--- config.mk ---
export PLATFORM = sky130hd
export DESIGN_NAME = adc_dac_sequencer_flat
export DESIGN_NICKNAME = d
export VERILOG_FILES = /design/src/rtl/adc_dac_sequencer_if.sv /design/src/rtl/adc_dac_sequencer.sv /design/src/flat_wrapper.sv
export SDC_FILE = /design/constraint.sdc
export NUM_CORES = 1
export LEC_CHECK = 0
export CAP_MARGIN = 10
export CORE_ASPECT_RATIO = 0.7
export CORE_UTILIZATION = 53
export DETAILED_ROUTE_END_ITERATION = 8
export PLACE_DENSITY = 0.84
export SYNTH_ARGS = -nofsm -noshare
export SYNTH_HDL_FRONTEND = slang
export SYNTH_SLANG_ARGS = --single-unit
--- constraint.sdc ---
create_clock -name sysclk -period 2 [get_ports sysclk]
set_input_delay 0.4 -clock sysclk [delete_from_list [all_inputs] [get_ports sysclk]]
set_output_delay 0.4 -clock sysclk [all_outputs]
set_load 0.03 [all_outputs]
--- src/rtl/adc_dac_sequencer_if.sv ---
// Control, ADC and DAC handshake bundle for adc_dac_sequencer.
// gain_sh is present only when SEQ_GAIN_EN is defined.
interface adc_dac_sequencer_if;
    logic       enable;
    logic       err_clr;
    logic       adc_start;
    logic [9:0] adc_data;
    logic       adc_valid;
    logic       dac_load;
    logic [9:0] dac_data;
    logic [9:0] disp_value;
    logic       disp_strobe;
    logic       busy;
    logic       timeout_err;
    logic       overrun_err;
`ifdef SEQ_GAIN_EN
    logic [1:0] gain_sh;
`endif

    modport master (
        input  enable, err_clr, adc_data, adc_valid,
`ifdef SEQ_GAIN_EN
        input  gain_sh,
`endif
        output adc_start, dac_load, dac_data, disp_value, disp_strobe,
               busy, timeout_err, overrun_err
    );

    modport slave (
        output enable, err_clr, adc_data, adc_valid,
`ifdef SEQ_GAIN_EN
        output gain_sh,
`endif
        input  adc_start, dac_load, dac_data, disp_value, disp_strobe,
               busy, timeout_err, overrun_err
    );
endinterface

--- src/rtl/adc_dac_sequencer.sv ---
// Sample-tick generator that runs one SPI ADC conversion and one DAC write per tick.
// Optional macro SEQ_GAIN_EN adds a saturating left-shift gain on the DAC/display path.
module adc_dac_sequencer #(
    parameter int DIV_N       = 999,
    parameter int ADC_TIMEOUT = 200,
    parameter int DAC_CYC     = 40,
    parameter int DISP_DIV    = 2500
) (
    input  logic                sysclk,
    input  logic                reset,
    adc_dac_sequencer_if.master bus
);
    localparam int DATA_W = 10;
    localparam int TW     = $clog2(DIV_N + 1);
    localparam int WW     = $clog2(ADC_TIMEOUT + 1);
    localparam int DW     = $clog2(DAC_CYC + 1);
    localparam int SW     = $clog2(DISP_DIV + 1);

    typedef enum logic [2:0] {
        IDLE,
        ADC_START,
        ADC_WAIT,
        DAC_LOAD,
        DAC_WAIT
    } state_t;

    state_t              state;
    state_t              state_nxt;
    logic [TW-1:0]       tcnt;
    logic [WW-1:0]       wd;
    logic [DW-1:0]       dc;
    logic [SW-1:0]       scnt;
    logic [DATA_W-1:0]   dac_word;
    logic [DATA_W-1:0]   disp_word;
    logic                disp_pulse;
    logic                timeout_flag;
    logic                overrun_flag;
    logic                start_pulse;
    logic                load_pulse;
    logic                busy_lvl;
    logic                tick;
    logic                capture;
    logic                to_hit;
    logic [DATA_W-1:0]   smp;

`ifdef SEQ_GAIN_EN
    // Shift is evaluated wide enough for gain 3 so large codes cannot wrap below full scale.
    function automatic logic [DATA_W-1:0] sat_gain(input logic [DATA_W-1:0] d,
                                                   input logic [1:0]        sh);
        logic [DATA_W+2:0] w;
        w = {3'b000, d} << sh;
        if (w > {3'b000, {DATA_W{1'b1}}})
            sat_gain = {DATA_W{1'b1}};
        else
            sat_gain = w[DATA_W-1:0];
    endfunction

    assign smp = sat_gain(bus.adc_data, bus.gain_sh);
`else
    assign smp = bus.adc_data;
`endif

    assign tick    = (tcnt == TW'(DIV_N)) && bus.enable;
    assign capture = (state == ADC_WAIT) && bus.adc_valid;
    assign to_hit  = (state == ADC_WAIT) && !bus.adc_valid && (wd == WW'(ADC_TIMEOUT - 1));

    always_ff @(posedge sysclk) begin
        if (reset)
            state <= IDLE;
        else
            state <= state_nxt;
    end

    always_comb begin
        state_nxt   = state;
        start_pulse = 1'b0;
        load_pulse  = 1'b0;
        busy_lvl    = (state != IDLE);
        unique case (state)
            IDLE: begin
                if (tick)
                    state_nxt = ADC_START;
            end
            ADC_START: begin
                start_pulse = 1'b1;
                state_nxt   = ADC_WAIT;
            end
            ADC_WAIT: begin
                if (bus.adc_valid)
                    state_nxt = DAC_LOAD;
                else if (wd == WW'(ADC_TIMEOUT - 1))
                    state_nxt = IDLE;
            end
            DAC_LOAD: begin
                load_pulse = 1'b1;
                state_nxt  = DAC_WAIT;
            end
            DAC_WAIT: begin
                if (dc == DW'(DAC_CYC - 1))
                    state_nxt = IDLE;
            end
            default: state_nxt = IDLE;
        endcase
    end

    // dac_word is loaded on the edge that enters DAC_LOAD, so it is stable for the whole load pulse.
    always_ff @(posedge sysclk) begin
        if (reset) begin
            tcnt         <= '0;
            wd           <= '0;
            dc           <= '0;
            scnt         <= '0;
            dac_word     <= '0;
            disp_word    <= '0;
            disp_pulse   <= 1'b0;
            timeout_flag <= 1'b0;
            overrun_flag <= 1'b0;
        end else begin
            disp_pulse <= 1'b0;

            if (!bus.enable)
                tcnt <= '0;
            else if (tcnt == TW'(DIV_N))
                tcnt <= '0;
            else
                tcnt <= tcnt + TW'(1);

            if (state == ADC_START)
                wd <= '0;
            else if (state == ADC_WAIT)
                wd <= wd + WW'(1);

            if (state == DAC_LOAD)
                dc <= '0;
            else if (state == DAC_WAIT)
                dc <= dc + DW'(1);

            if (capture) begin
                dac_word <= smp;
                if (scnt == SW'(DISP_DIV - 1)) begin
                    scnt       <= '0;
                    disp_word  <= smp;
                    disp_pulse <= 1'b1;
                end else begin
                    scnt <= scnt + SW'(1);
                end
            end

            // Setting takes priority over a simultaneous clear.
            timeout_flag <= to_hit | (timeout_flag & ~bus.err_clr);
            overrun_flag <= (tick & (state != IDLE)) | (overrun_flag & ~bus.err_clr);
        end
    end

    assign bus.adc_start   = start_pulse;
    assign bus.dac_load    = load_pulse;
    assign bus.busy        = busy_lvl;
    assign bus.dac_data    = dac_word;
    assign bus.disp_value  = disp_word;
    assign bus.disp_strobe = disp_pulse;
    assign bus.timeout_err = timeout_flag;
    assign bus.overrun_err = overrun_flag;
endmodule

--- src/flat_wrapper.sv ---
// flat-port wrapper written by rule: the top's interface ports become plain ports
module adc_dac_sequencer_flat 
#(
    parameter int DIV_N       = 999,
    parameter int ADC_TIMEOUT = 200,
    parameter int DAC_CYC     = 40,
    parameter int DISP_DIV    = 2500
)
  (sysclk, reset, bus_enable, bus_err_clr, bus_adc_data, bus_adc_valid, bus_adc_start, bus_dac_load, bus_dac_data, bus_disp_value, bus_disp_strobe, bus_busy, bus_timeout_err, bus_overrun_err);
  adc_dac_sequencer_if bus_i ();
  input  logic sysclk;
  input  logic reset;
  input wire logic [$bits(bus_i.enable)-1:0] bus_enable;
  input wire logic [$bits(bus_i.err_clr)-1:0] bus_err_clr;
  input wire logic [$bits(bus_i.adc_data)-1:0] bus_adc_data;
  input wire logic [$bits(bus_i.adc_valid)-1:0] bus_adc_valid;
  output wire logic [$bits(bus_i.adc_start)-1:0] bus_adc_start;
  output wire logic [$bits(bus_i.dac_load)-1:0] bus_dac_load;
  output wire logic [$bits(bus_i.dac_data)-1:0] bus_dac_data;
  output wire logic [$bits(bus_i.disp_value)-1:0] bus_disp_value;
  output wire logic [$bits(bus_i.disp_strobe)-1:0] bus_disp_strobe;
  output wire logic [$bits(bus_i.busy)-1:0] bus_busy;
  output wire logic [$bits(bus_i.timeout_err)-1:0] bus_timeout_err;
  output wire logic [$bits(bus_i.overrun_err)-1:0] bus_overrun_err;
  assign bus_i.enable = bus_enable;
  assign bus_i.err_clr = bus_err_clr;
  assign bus_i.adc_data = bus_adc_data;
  assign bus_i.adc_valid = bus_adc_valid;
  assign bus_adc_start = bus_i.adc_start;
  assign bus_dac_load = bus_i.dac_load;
  assign bus_dac_data = bus_i.dac_data;
  assign bus_disp_value = bus_i.disp_value;
  assign bus_disp_strobe = bus_i.disp_strobe;
  assign bus_busy = bus_i.busy;
  assign bus_timeout_err = bus_i.timeout_err;
  assign bus_overrun_err = bus_i.overrun_err;
  adc_dac_sequencer #(.DIV_N(DIV_N), .ADC_TIMEOUT(ADC_TIMEOUT), .DAC_CYC(DAC_CYC), .DISP_DIV(DISP_DIV)) u_core (.sysclk(sysclk), .reset(reset), .bus(bus_i));
endmodule
==> reports/metrics.yaml, run 1 <==
cts_made_buffers: 9
start_kind: "flip-flop"
power_leakage_uw: 0.00121
finalCriticalPeriod_ns: 1.87
area_growth_pct: 26.4
cts_hold_buf: 0
slew_headroom_pct: 69.6
switchingPower_uw: 469
critical_path_class: "reg -> out"
fin_skew_ns: 0.00700
synth_enable_flop_cells: 0
cp_slowest_cell: "dfxtp_1"
setup_viol: 0
ant_nets: 0
finalSetupTns_ns: 0
synth_fp_nets: 310
n_antenna_cell: 0
routabilityCongestion: 0.852
path_buf_inv: 2
crit_path_end_kind: "output port"
rows: 20
die_area_mm2: 0.00519
drive_gt1_share_pct: 9.54
cts_max_path_buffers: 2
hold_class: "reg -> reg"
place_area_mm2: 0.00312
path_clk_slew_ns: 0.06
ys_seq_area_share_pct: 47.7
cap_viol_max_count: 0
path_cells: "nand3b_1, inv_1, dlygate4sd2_1"
swShare_pct: 20.9
power_frac_seq_pct: 55.0
synth-seq-cells: 62
peakVddDrop_mv: 0.484
async_reset_ff_share_pct: 0
fp.dieW_um: 85.7
status: "finished clean"
num-fill-cells: 312
yosysUniqueCellTypes: 38
route.detailed.drc: 0
cts_tree: "yes"
numClockSinks: 62
syn-cell-area_mm2: 0.00260
cp_top_family: "flip-flops"
slowest_delay_ns: 0.50
syn_inst: 291
power_uw: 2250
hold_viol: 0
syn_area_per_cell_um2: 8.93
wirelength_um: 5310
cts_root_buf: "clkbuf_8"
power.density_mw_per_mm2: 685
first_pass_iters: 4
start_util_pct: 57.4
critPathMaxFanout: 10
p_comb_share_pct: 3.0
initialDrtViolationCount: 113
die_h_um: 60.6
arrival_ns: 1.47
grt_util_all_layers_pct: 22.8
clk_latency_ns: 0.34
nets: 361
cp.required_ns: 1.60
report.final.slew_viol_count: 0
final_cell_mix: "62 x dfxtp_1, 47 x nor2_1, 37 x clkdlybuf4s50_1, 35 x nand2_1, 20 x xor2_1"
vias: 2132
place_hpwl_um: 3790
yosysWarnings: 0
grt_max_degree: 16
grt_pass1_wl_um: 8770
pwr-share-clk_pct: 42.0
dp_slack_ns: -0.0310
p_int_uw: 1780
synthFlopType: "dfxtp_1"
coreArea_mm2: 0.00453
cts_setup_buffers: 0
h-tree-depth: 3
layout_commonest_cell: "dfxtp_1"
ios: 41
overflow: 0
fmax_ghz: 0.534
viasPerCell: 5.17
design_area_mm2: 0.00329
finalCritPeriodShare_pct: 93.6
fin_ws_ns: 0.127
antenna_found_initial: 0
wl_per_cell_um: 12.9
rsz0062_at_grt: "false"
portBuffers: 40
worst_slew_pin_slew_ns: 0.451
grt_pass1_vias: 1859
## stage by stage
step	hold slack [ns]	util [%]	instances
4_1_cts	0.453	72.5	412
3_3_place_gp	0.429	68.9	397
2_1_floorplan	0.418	-	291
6_report	0.449	72.6	412
3_5_place_dp	0.436	68.9	397
5_1_grt	0.464	72.6	412
## routing by layer
layer  up-vias  global-route usage (%)  routed length [µm]
met5         -                       0                   0
met4         0                    10.7                  97
met3         9                    8.84                 329
met2        52                    33.5                2230
met1       985                    30.0                2650
li1       1086                       -                   -
## worst paths after layout
check                       start                        to  slack [ns]  depth (start not counted)
setup / recovery  u_core.state[1]              bus_dac_load        0.13                          3
hold / removal     u_core.tcnt[0]            u_core.tcnt[0]        0.45                          1
setup reg to reg   u_core.scnt[4]  u_core.bus.disp_value[6]        0.21                          5
hold reg to reg    u_core.tcnt[0]            u_core.tcnt[0]        0.45                          1
## flip-flops by register name, indices dropped and copies added (netlist names)
signal	cells
u_core.bus.dac_data	10
u_core.bus.disp_strobe	1
u_core.bus.disp_value	10
u_core.bus.overrun_err	1
u_core.bus.timeout_err	1
u_core.dc	6
u_core.scnt	12
u_core.state	3
u_core.tcnt	10
u_core.wd	8
## kinds of logic (layout without fill, tap and decap cells)
family,count (synthesis),count (layout),synth area share [%]
AND/OR/NAND/NOR,143,143,28.0
flip-flops,62,62,47.7
XOR/XNOR,30,30,10.1
AO/OA/AOI/OAI,23,23,4.86
buffers and inverters,18,73,3.13
multiplexers,11,11,4.24
adder cells (fa/ha/maj),4,4,1.93
## Yosys cell counts (2+ instances only)
master    instances  area (µm²)
and3_1            5        31.3
dfxtp_1          62        1240
or2_2             2        12.5
xor2_1           20         175
xnor2_1          10        87.6
clkbuf_1         10        37.5
inv_1             4        15.0
a21oi_1          18        90.1
nor3b_1           2        15.0
nand3b_1          2        15.0
nor4_1            2        12.5
and4_1            2        17.5
nand3_1           7        35.0
buf_2             2        10.0
mux2i_1          11         110
and2_1            4        25.0
nor2b_1           2        12.5
nand4_1          15        93.8
nor2_1           47         176
nor3_1            8        40.0
o21ai_0           2        10.0
nand2_1          35         131
ha_1              4        50.1
## cell type report
type / instances / area [µm²] / share of cell area (%)
well taps: 66 / 82.6 / 2.51
clock buffers: 14 / 163 / 4.95
repair buffers: 54 / 503 / 15.3
inverters: 4 / 15.0 / 0.457
clock inverters: 1 / 5.00 / 0.152
multi-input cells: 211 / 1280 / 38.9
flip-flops and latches: 62 / 1240 / 37.8
## repair_timing
item                                    in CTS  in global routing
endpoints found under the setup margin       3                  1
cloned                                       0                  0
gates resized for setup                      3                  1
pin swaps                                    0                  0
## power by group through the flow
stage | clock network, µW | logic (µW) | registers, µW
floorplan | 0 | 23.3 | 1270
global placement | 0 | 66.3 | 1270
detailed placement | 0 | 66.7 | 1270
CTS | 979 | 67.0 | 1240
global route | 1020 | 72.0 | 1240
finish | 945 | 67.2 | 1240
No activity file was read; power rests on OpenSTA's default activity.
==> inputs of run 2 (changes only) <==
--- a/constraint.sdc
+++ b/constraint.sdc
@@ -3,2 +3,2 @@
 set_output_delay 0.4 -clock sysclk [all_outputs]
-set_load 0.03 [all_outputs]
+set_load 0.01 [all_outputs]
==> run 2 against run 1 <==
Die area unchanged; design area increased by 1.3%; critical path depth unchanged; via count increased by 0.75%; sequential power about the same; global-route usage increased by 0.59 points; largest cell class unchanged; count of clock-buffer cells in the layout decreased by 3; fmax decreased by 3.7%; clock skew increased by 0.0018 ns; combinational power decreased by 1%; power increased by 6.5%.
==> reports/metrics.yaml, run 2 (same netlist as run 1, synthesis figures left out) <==
grt_pass1_vias: 1953  # +5.1%
critical_path_class: "reg -> out"
die_area_mm2: 0.00519  # unchanged
area_growth_pct: 28.1
cts_max_path_buffers: 2  # unchanged
cts_hold_buf: 0  # unchanged
numClockSinks: 62  # unchanged
overflow: 0  # unchanged
initialDrtViolationCount: 106  # -6.2%
path_clk_slew_ns: 0.07  # about the same
start_kind: "flip-flop"
drive_gt1_share_pct: 11.5  # +2.0 points
regArea_mm2: 0.00124  # +0.30%
wirelength_um: 5620  # +5.8%
status: "finished clean"
clk_latency_ns: 0.34  # about the same
pwr-share-clk_pct: 45.6  # +3.6 points
vias: 2148  # +0.75%
layout_commonest_cell: "dfxtp_1"
route.detailed.drc: 0  # unchanged
swShare_pct: 21.6  # +0.75 points
final_core_util_pct: 73.5  # +0.94 points
fin_skew_ns: 0.00880  # +0.00180 ns
grt_pass1_wl_um: 9090  # +3.7%
n_antenna_cell: 0  # unchanged
power_leakage_uw: 0.00121  # +0.35%
largest_register_ffs: 12  # unchanged
cts_tree: "yes"
cap_viol_max_count: 0  # unchanged
crit_path_end_kind: "output port"
num-fill-cells: 337  # +8.0%
finalCritPeriodShare_pct: 97.3  # +3.6 points
ant_nets: 0  # unchanged
fmax_ghz: 0.514  # -3.7%
routabilityCongestion: 0.847  # -0.50%
peakVddDrop_mv: 0.483  # -0.15%
p_int_uw: 1880  # +5.5%
portBuffers: 40  # unchanged
coreArea_mm2: 0.00453  # unchanged
whs_ns: 0.454  # +0.00557 ns
first_pass_iters: 5  # +1
antenna_found_initial: 0  # unchanged
slew_headroom_pct: 71.4  # +1.7 points
grt_util_all_layers_pct: 23.4  # +0.59 points
min_from: "u_core.bus.dac_data[8]"
switchingPower_uw: 518  # +10%
viasPerCell: 5.20  # +0.51%
cp.required_ns: 1.60  # about the same
cts_root_buf: "clkbuf_8"
wl_per_cell_um: 13.6  # +5.6%
report.final.slew_viol_count: 0  # unchanged
setup_viol: 0  # unchanged
cts_made_buffers: 9  # unchanged
hold_viol: 0  # unchanged
final_cell_mix: "59 x dfxtp_1, 47 x nor2_1, 39 x clkdlybuf4s50_1, 35 x nand2_1, 20 x xor2_1"
power.density_mw_per_mm2: 720  # +5.2%
fp.dieW_um: 85.7  # unchanged
place_hpwl_um: 3910  # +3.3%
worst_slew_pin_slew_ns: 0.426  # -0.0255 ns
crit_start: "u_core.state[0]"
instances_no_fill: 413  # +0.24%
ios: 41  # unchanged
multi_input_area_mm2: 0.00128  # +0.39%
finalCriticalPeriod_ns: 1.95  # +0.0729 ns
p_comb_share_pct: 2.8  # -0.2 points
start_util_pct: 57.4  # unchanged
arrival_ns: 1.55  # +0.08 ns
dp_cells: 396  # -0.25%
nets: 361  # unchanged
power_uw: 2400  # +6.5%
h-tree-depth: 3  # unchanged
r2r-start: "u_core.scnt[4]"
rows: 20  # unchanged
hold_class: "reg -> reg"
die_h_um: 60.6  # unchanged
critPathMaxFanout: 10  # unchanged
power_frac_seq_pct: 51.6  # -3.4 points
top_register: "u_core.scnt"
grt_max_degree: 16  # unchanged
[run 2: cell types whose count changed in the layout (fill, tap and decap cells not counted), moves of 2 or more]
cell             delta
clkinvlp_4          +2
dfxtp_2             +3
dfxtp_1             -3
clkbuf_1            -2
clkdlybuf4s50_1     +2
[run 2: worst paths after layout]
check | endpoint | slack (ns) | cells past startpoint
worst max register to register | u_core.bus.disp_value[7] | 0.12 | 5
worst min register to register | u_core.bus.dac_data[8] | 0.45 | 2
worst max-delay path | bus_dac_load | 0.05 | 3
worst min-delay path | u_core.bus.dac_data[8] | 0.45 | 2
[run 2: final cells by class]
class | count | share of cell area, %
sequential | 62 | 37.4
clock buffer | 11 | 4.25
multi-input combinational | 211 | 38.5
inverter | 4 | 0.451
clock inverter | 5 | 1.77
timing repair buffer | 54 | 15.1
tap | 66 | 2.48
[run 2: repair_timing]
item / in CTS / in global routing
setup endpoints to repair: 3 / 2
resized for setup: 3 / 2
buffers inserted: 0 / 1
pin swaps: 0 / 0
[run 2: routing by layer]
| metal | share of wire [%] | GRT usage [%] | vias up |
|---|---|---|---|
| li1 | - | - | 1081 |
| met1 | 47 | 29.3 | 1005 |
| met2 | 45 | 36.6 | 56 |
| met3 | 7.4 | 10.6 | 6 |
| met4 | 1.1 | 7.86 | 0 |
| met5 | 0 | 0 | - |
[run 2: through the flow]
stage          setup slack (ns)  setup TNS [ns]  area [µm²]
6_report                 0.0543               0        3330
5_1_grt                -0.00582        -0.00582        3330
4_1_cts                -0.00554        -0.00554        3320
3_5_place_dp             -0.129           -1.04        3110
3_3_place_gp             0.0121               0        3110
2_1_floorplan             0.263               0        2600
[run 2: worst max-delay path, stage by stage, from the launching register on]
cell and delay [ns]:
dfxtp_2 0.43, nand3b_1 0.17, inv_1 0.09, clkdlybuf4s50_1 0.53
[run 2: power groups by stage]
stage	Sequential, µW	Combinational (µW)	Clock (µW)
floorplan	1270	23.3	0
detailed placement	1270	66.2	0
global route	1240	71.8	1170
CTS	1240	66.7	1110
finish	1240	66.3	1090
global placement	1270	66.5	0
